## src/rtl/serial_cmd_regfile.sv

```systemverilog
// Byte-oriented command processor: NREG 8-bit control registers with
// write, read-back, full dump, firmware-version query, inter-byte timeout
// and a saturating protocol-error counter.
module serial_cmd_regfile #(
    parameter int unsigned          NREG       = 8,
    parameter logic [7:0]           FW_VERSION = 8'd3,
    parameter logic [NREG*8-1:0]    RESET_VALS = 64'h0000_0000_0000_090A,
    parameter logic [31:0]          TIMEOUT    = 32'd50_000_000
) (
    input  logic                 clk,
    input  logic                 reset_n,
    input  logic                 rxReady,
    input  logic [7:0]           rxData,
    input  logic                 txBusy,
    output logic                 txStart,
    output logic [7:0]           txData,
    output logic [NREG*8-1:0]    regs,
    output logic [NREG-1:0]      wr_strobe,
    output logic [7:0]           err_count
);

    localparam int unsigned AW        = (NREG > 1) ? $clog2(NREG) : 1;
    localparam logic [8:0]  NREG9     = 9'(NREG);
    localparam logic [6:0]  LAST_DUMP = 7'(NREG - 1);

    localparam logic [7:0] CMD_VER   = 8'h00;
    localparam logic [7:0] CMD_WRITE = 8'h01;
    localparam logic [7:0] CMD_READ  = 8'h02;
    localparam logic [7:0] CMD_DUMP  = 8'h03;

    typedef enum logic [2:0] {IDLE, ARGS, EXEC, TX, TXGAP} state_t;

    state_t         state, state_nx;
    logic [7:0]     cmd;
    logic [7:0]     arg0;
    logic [7:0]     arg1;
    logic           argcnt;
    logic [31:0]    tocnt;
    logic [6:0]     idx;
    logic [6:0]     last;
    logic [7:0]     reply;
    logic [7:0]     rf [NREG];

    logic [1:0]     err_add;
    logic [8:0]     err_sum;
    logic [7:0]     err_nx;
    logic           timeout;
    logic           last_arg;
    logic           addr_ok;
    logic [AW-1:0]  addr;

    assign timeout  = (state == ARGS) && (tocnt == TIMEOUT - 32'd1);
    assign last_arg = (cmd == CMD_READ) || argcnt;
    assign addr_ok  = ({1'b0, arg0} < NREG9);
    assign addr     = arg0[AW-1:0];
    assign err_sum  = {1'b0, err_count} + {7'b0, err_add};
    assign err_nx   = err_sum[8] ? 8'hFF : err_sum[7:0];

    for (genvar g = 0; g < NREG; g++) begin : g_flat
        assign regs[8*g +: 8] = rf[g];
    end

    // State register
    always_ff @(posedge clk or negedge reset_n) begin
        if (!reset_n) state <= IDLE;
        else          state <= state_nx;
    end

    // Next-state decode and per-cycle error contributions
    always_comb begin
        state_nx = state;
        err_add  = '0;
        case (state)
            IDLE: begin
                if (rxReady) begin
                    case (rxData)
                        CMD_VER, CMD_DUMP:   state_nx = EXEC;
                        CMD_WRITE, CMD_READ: state_nx = ARGS;
                        default:             err_add  = 2'd1;
                    endcase
                end
            end
            ARGS: begin
                // A byte arriving in the timeout cycle is discarded with the command.
                if (timeout) begin
                    state_nx = IDLE;
                    err_add  = 2'd1;
                end else if (rxReady && last_arg) begin
                    state_nx = EXEC;
                end
            end
            EXEC: begin
                if ((cmd == CMD_WRITE || cmd == CMD_READ) && !addr_ok) err_add = err_add + 2'd1;
                if (rxReady) err_add = err_add + 2'd1;
                state_nx = (cmd == CMD_WRITE) ? IDLE : TX;
            end
            TX: begin
                if (rxReady) err_add = 2'd1;
                if (!txBusy) state_nx = TXGAP;
            end
            TXGAP: begin
                if (rxReady) err_add = 2'd1;
                state_nx = (idx < last) ? TX : IDLE;
            end
            default: state_nx = IDLE;
        endcase
    end

    // Datapath: command/argument capture, register file, reply sequencing
    always_ff @(posedge clk or negedge reset_n) begin
        if (!reset_n) begin
            for (int unsigned i = 0; i < NREG; i++) rf[i] <= RESET_VALS[8*i +: 8];
            cmd       <= '0;
            arg0      <= '0;
            arg1      <= '0;
            argcnt    <= 1'b0;
            tocnt     <= '0;
            idx       <= '0;
            last      <= '0;
            reply     <= '0;
            txStart   <= 1'b0;
            txData    <= '0;
            wr_strobe <= '0;
            err_count <= '0;
        end else begin
            txStart   <= 1'b0;
            wr_strobe <= '0;
            err_count <= err_nx;
            case (state)
                IDLE: begin
                    if (rxReady) begin
                        cmd    <= rxData;
                        argcnt <= 1'b0;
                        tocnt  <= '0;
                    end
                end
                ARGS: begin
                    if (timeout) begin
                        tocnt <= '0;
                    end else if (rxReady) begin
                        tocnt  <= '0;
                        argcnt <= 1'b1;
                        if (!argcnt) arg0 <= rxData;
                        else         arg1 <= rxData;
                    end else begin
                        tocnt <= tocnt + 32'd1;
                    end
                end
                EXEC: begin
                    idx  <= '0;
                    last <= '0;
                    case (cmd)
                        CMD_VER:  reply <= FW_VERSION;
                        CMD_WRITE: begin
                            if (addr_ok) begin
                                rf[addr]        <= arg1;
                                wr_strobe[addr] <= 1'b1;
                            end
                        end
                        CMD_READ: reply <= addr_ok ? rf[addr] : 8'hEE;
                        CMD_DUMP: last  <= LAST_DUMP;
                        default: ;
                    endcase
                end
                TX: begin
                    // Registers cannot change while replying, so a live read of
                    // rf equals the snapshot taken at EXEC.
                    if (!txBusy) begin
                        txStart <= 1'b1;
                        txData  <= (cmd == CMD_DUMP) ? rf[idx[AW-1:0]] : reply;
                    end
                end
                TXGAP: begin
                    if (idx < last) idx <= idx + 7'd1;
                end
                default: ;
            endcase
        end
    end

endmodule
```

## config.mk

```make
export PLATFORM = sky130hd
export DESIGN_NAME = serial_cmd_regfile
export DESIGN_NICKNAME = d
export VERILOG_FILES = /design/src/rtl/serial_cmd_regfile.sv
export SDC_FILE = /design/constraint.sdc
export NUM_CORES = 1
export LEC_CHECK = 0
export CAP_MARGIN = 20
export CELL_PAD_IN_SITES_DETAIL_PLACEMENT = 1
export CELL_PAD_IN_SITES_GLOBAL_PLACEMENT = 2
export CORE_MARGIN = 1.5
export CORE_UTILIZATION = 35
export CTS_CLUSTER_SIZE = 25
export DETAILED_ROUTE_END_ITERATION = 12
export DONT_BUFFER_PORTS = 1
export MAX_ROUTING_LAYER = met4
export PLACE_DENSITY_LB_ADDON = 0.1
export SYNTH_ARGS = -nofsm -noshare
export SYNTH_HDL_FRONTEND = slang
export SYNTH_SLANG_ARGS = --single-unit
```

## constraint.sdc

```tcl
create_clock -name clk -period 4.9 [get_ports clk]
set_input_delay 0.49 -clock clk [delete_from_list [all_inputs] [get_ports clk]]
set_output_delay 0.49 -clock clk [all_outputs]
set_load 0.005 [all_outputs]
```

# == Word level (Yosys, flattened, before mapping) ==
# Index checks and enable logic that the tools add are counted.
# classes
n_addsub,4
magnitude_cmp,7
eq_ne,18
n_mux,47
bitwise_logic,5
n_reduce_logical,28
# op_table
cell,count
2-to-1 mux 32 bit,3
2-to-1 mux 8 bit,11
bitwise mux 64 bit,1
case mux 32 bit (2 select lines),1
binary-select mux 8 bit (select 3 bit),2
adder 32 x 1 -> 32 bit (second input constant),1
== test 32 x 26 -> 1 bit (second input constant),1
== test 8 x 2 -> 1 bit (second input constant),4
demux 8 bit (select 3 bit),1
== test 8 x 1 -> 1 bit (second input constant),2
zero test 8 bit,2
case mux 8 bit (2 select lines),1
AND reduction 4 bit,4
2-to-1 mux 3 bit,5
case mux 3 bit (5 select lines),1
case mux 7 bit (2 select lines),1
2-to-1 mux 1 bit,11
inequality test 2 bit (second input constant),5
AND reduction 2 bit,5
adder 8 x 2 -> 9 bit,1
>= comparator 4 bit (second input constant),2
less-than comparator 8 x 4 -> 1 bit (second input constant),1
2-to-1 mux 2 bit,4
NOT 3 -> 4 bit,2
other kinds (25),37
# word_totals
regBits,171

# == Longest topological paths before layout ==
# depth
depth_word,10
depth_mapped,15

# == Worst setup path before layout ==
# No wires, ideal clock.
# synth_timing
path_type,flip-flop to flip-flop
from,register arg0[7]
to,register err_count[0]
t_arrival_ns,2.950
t_required_ns,4.830
slack_ns,1.880
stages_incl_launch_ff,16
n_path_buf,0
synth_period_minus_slack_ns,3.020
cell_sequence,dfrtp_1 -> or4_1 -> nor2_4 -> nor3_1 -> ha_1 -> mux2_2 -> nand2_1 -> o41a_1 -> o21ai_0 -> ha_1 -> inv_1 -> fa_1 -> nand2b_1 -> nor2_1 -> nand3_1 -> nand2b_1
# synth_between
elab_chain_len,10
# synth_rtl
item,line_no,source
"start, declared",35,logic [7:0] arg0;
"start signal, assigned",143,if (!argcnt) arg0 <= rxData;
less-than comparator 8 x 4 -> 1 bit *,54,"assign addr_ok = ({1'b0, arg0} < NREG9);"
zero test 1 bit *,93,if ((cmd == CMD_WRITE || cmd == CMD_READ) && !addr_ok) err_add = err_add + 2'd1;
logical AND 1 bit *,93,
2-to-1 mux 1 bit *,93,
2-to-1 mux 2 bit *,73,case (state)
adder 2 x 1 -> 2 bit,94,if (rxReady) err_add = err_add + 2'd1;
2-to-1 mux 2 bit *,94,
case mux 2 bit (4 select lines) *,73,
adder 8 x 2 -> 9 bit *,56,"assign err_sum = {1'b0, err_count} + {7'b0, err_add};"
2-to-1 mux 8 bit *,57,assign err_nx = err_sum[8] ? 8'hFF : err_sum[7:0];
via err_nx[0],46,logic [7:0] err_nx;
"end signal, assigned",128,err_count <= err_nx;
"end, declared",19,output logic [7:0] err_count
# Mark *: on every way through the listed nets, which the timed path passes. The rest lies on a longest branch. The select of a mux whose other input is x is not followed.
# A chain may end at the register's enable or synchronous reset.

# == Worst setup path after layout ==
# Same ends and word-level chain as after synthesis.

==> results.cfg <==
[finish]
area_growth_pct = 11.41
layout.nets = 701
drive_gt1_share_pct = 25.36
nFillCells = 2477
num_antenna_cells = 0

[floorplanning]
ios = 101
core-area_mm2 = 0.02333
die_x_um = 156.7
fp-row-count = 56
die_y_um = 156.7
dieArea_mm2 = 0.02456
initial_utilization_pct = 35.44

[setup_path]
crit_chain = or4_1 > nor2_4 > nor3_1 > ha_1 > mux2_2 > nand2_1 > o41a_1 > o21ai_0 > ha_1 > inv_1 > fa_1 > nand2b_1 > nor2_1 > nand3_1 > nand2b_1
cp_max_fo = 10
end_kind = flop
worst-r2r-cell-count = 15
required_ps = 5260
cp_num_buf_inv = 1
cp_slowest_cell = or4_1
r2r-start = arg0[7]$_DFFE_PN0P_
critPathLaunchType = flop
critical_path_class = flop to flop
cp_top_family = simple AND/OR/NAND/NOR gates
reg2reg_to = err_count[0]$_DFF_PN0_
arrival_ps = 3720
r2r_setup_slack_ps = 1540
slowest_delay_ps = 570

[clock_tree]
cts-hold-fix-buffers = 1
clock-sinks = 165
clk_pin_slew_ps = 70
cts_buffers = 17
clk_latency_ps = 430
clockRootBuffer = clkbuf_16
cts_tree = built
post_cts_buffers = 0
htree_levels = 4
cts_resized = 0
cts_max_path_buffers = 2

[route]
vias = 5503
dr.first_iter.drc_count = 213
first_pass_iters = 4
via_per_inst = 5.432
wl_per_cell_um = 22.02
wirelength_um = 22310
ant_nets = 0
drc = 0

[synthesis]
synth_edf_count = 0
synthTopCellsByCount = 161 x dfrtp_1, 79 x mux2_2, 57 x nand2_1, 43 x nor2_1, 35 x o21ai_0
synthCells = 681
synth.area.top_cells = dfrtp_1 49%, mux2_2 11%, mux4_2 8.2%
synth_top_cell_by_area = dfrtp_1
synth_nets = 701
seq_area_frac_synth_pct = 49.99
synth.top_cell.area_share_pct = 48.72
avgSynthCellArea_um2 = 12.14
ys_types = 71
ys_async_sr_fraction_pct = 100.0
yosysWarnings = 0
synth-seq-cells = 165
synthMostInstantiatedCell = dfrtp_1
syn_area_mm2 = 0.008269
synth-main-ff-cell = dfrtp_1

[sta]
relSlewSlack_pct = 34.60
post-route-min-period_ps = 3356
max_freq_mhz = 297.9
finalMaxSlewViolations = 0
hold_viol = 0
tightest_slew_ps = 976.7
fin_hold_ws_ps = 8.499
rsz0062_at_grt = no
setup_viol = 0
skew_ps = 10.54
period_share_pct = 68.50
tns_ps = 0

[placed_design]
globalplace.congestion = 0.8286
hpwl_um = 15560
port_buffers = 0

[power]
power.total_uw = 4013
power_leakage_uw = 0.004028
vdd_ir_drop_max_mv = 0.1936
powerDensity_mw_per_mm2 = 435.6

[grt]
gr-usage-all-layers_pct = 19.50
antenna_found_initial = 1
grt_pass1_vias = 5875
grt_pass1_wl_um = 34840
grt_max_degree = 166
grt_overflow_total = 0

[min_path]
worstHoldPathType = input pin to asynchronous set/reset pin

[status]
status = completed

[flow_run]
maxCapViolCount = 0
through the flow:
step	instance area, um2	worst slack, ps	util (%)	std cells
final	9213	1544	39.48	1013
after global placement	8588	1544	36.81	980
after CTS	9213	1484	39.48	1013
after detailed placement	8588	1499	36.81	980
after global routing	9213	1198	39.48	1013
after floorplan	8269	1880	-	681
flip-flops by register name (all words and copies together) (netlist names):
register,flops
argcnt,1
last,1
err_count,8
tocnt,32
cmd,8
arg1,8
regs,64
arg0,8
reply,8
idx,7
txStart,1
state,3
txData,8
wr_strobe,8
logic make-up (layout without fill, tap and decap cells):
kind of cell | Yosys count | in the layout | share of synthesized area [%]
xor+xnor | 29 | 29 | 3.072
simple gates | 214 | 214 | 14.83
buf+inv | 56 | 69 | 2.981
mux | 137 | 137 | 22.51
compound gates | 72 | 72 | 5.311
fa+ha+maj | 8 | 8 | 1.301
flops | 165 | 165 | 49.99
routing by layer:
metal  vias to the layer above  track usage [%]  routed length (um)
met1                      2883            26.38               10580
met5                         -                -                   0
met3                        16            5.096                1183
li1                       2487                -                   -
met2                       117            29.10               10330
met4                         0            4.807                 209
final cells by class:
cell class,count,area [um2],share of cell area (%)
Multi-Input combinational cell,460,3894,42.27
Sequential cell,165,4134,44.87
Clock inverter,14,167.7,1.820
Inverter,29,108.9,1.182
Timing Repair Buffer,8,80.08,0.8692
Clock buffer,18,429.2,4.658
Tap cell,319,399.1,4.332
where the power goes:
part / internal, uW / switching, uW
registers: 1540 / 282
logic: 359 / 470
clock network: 730 / 632
total: 2630 / 1380
layout by cell type, fill, tap and decap left out, types with 10 or more instances in the layout:
master / synthesis / routed
a21oi_1: 14 / 14
clkbuf_16: 0 / 17
dfrtp_1: 161 / 161
inv_1: 29 / 29
mux2_1: 13 / 13
mux2_2: 79 / 79
mux2i_1: 15 / 15
mux4_2: 30 / 30
nand2_1: 57 / 57
nand3_1: 23 / 23
nand4_1: 17 / 17
nor2_1: 43 / 43
nor3_1: 10 / 10
o21ai_0: 35 / 35
xor2_1: 22 / 22
how the worst max path moves through the flow:
stage	depth (start not counted)	slack, ps	start	to
after floorplan	15	1880	arg0[7]$_DFFE_PN0P_	err_count[0]$_DFF_PN0_
after global placement	15	1540	arg0[7]$_DFFE_PN0P_	err_count[0]$_DFF_PN0_
after detailed placement	15	1500	arg0[7]$_DFFE_PN0P_	err_count[0]$_DFF_PN0_
after CTS	15	1480	arg0[7]$_DFFE_PN0P_	err_count[0]$_DFF_PN0_
after global routing	11	1200	tocnt[16]$_DFFE_PN0P_	err_count[0]$_DFF_PN0_
final	15	1540	arg0[7]$_DFFE_PN0P_	err_count[0]$_DFF_PN0_
No activity file was read; power rests on OpenSTA's default activity.
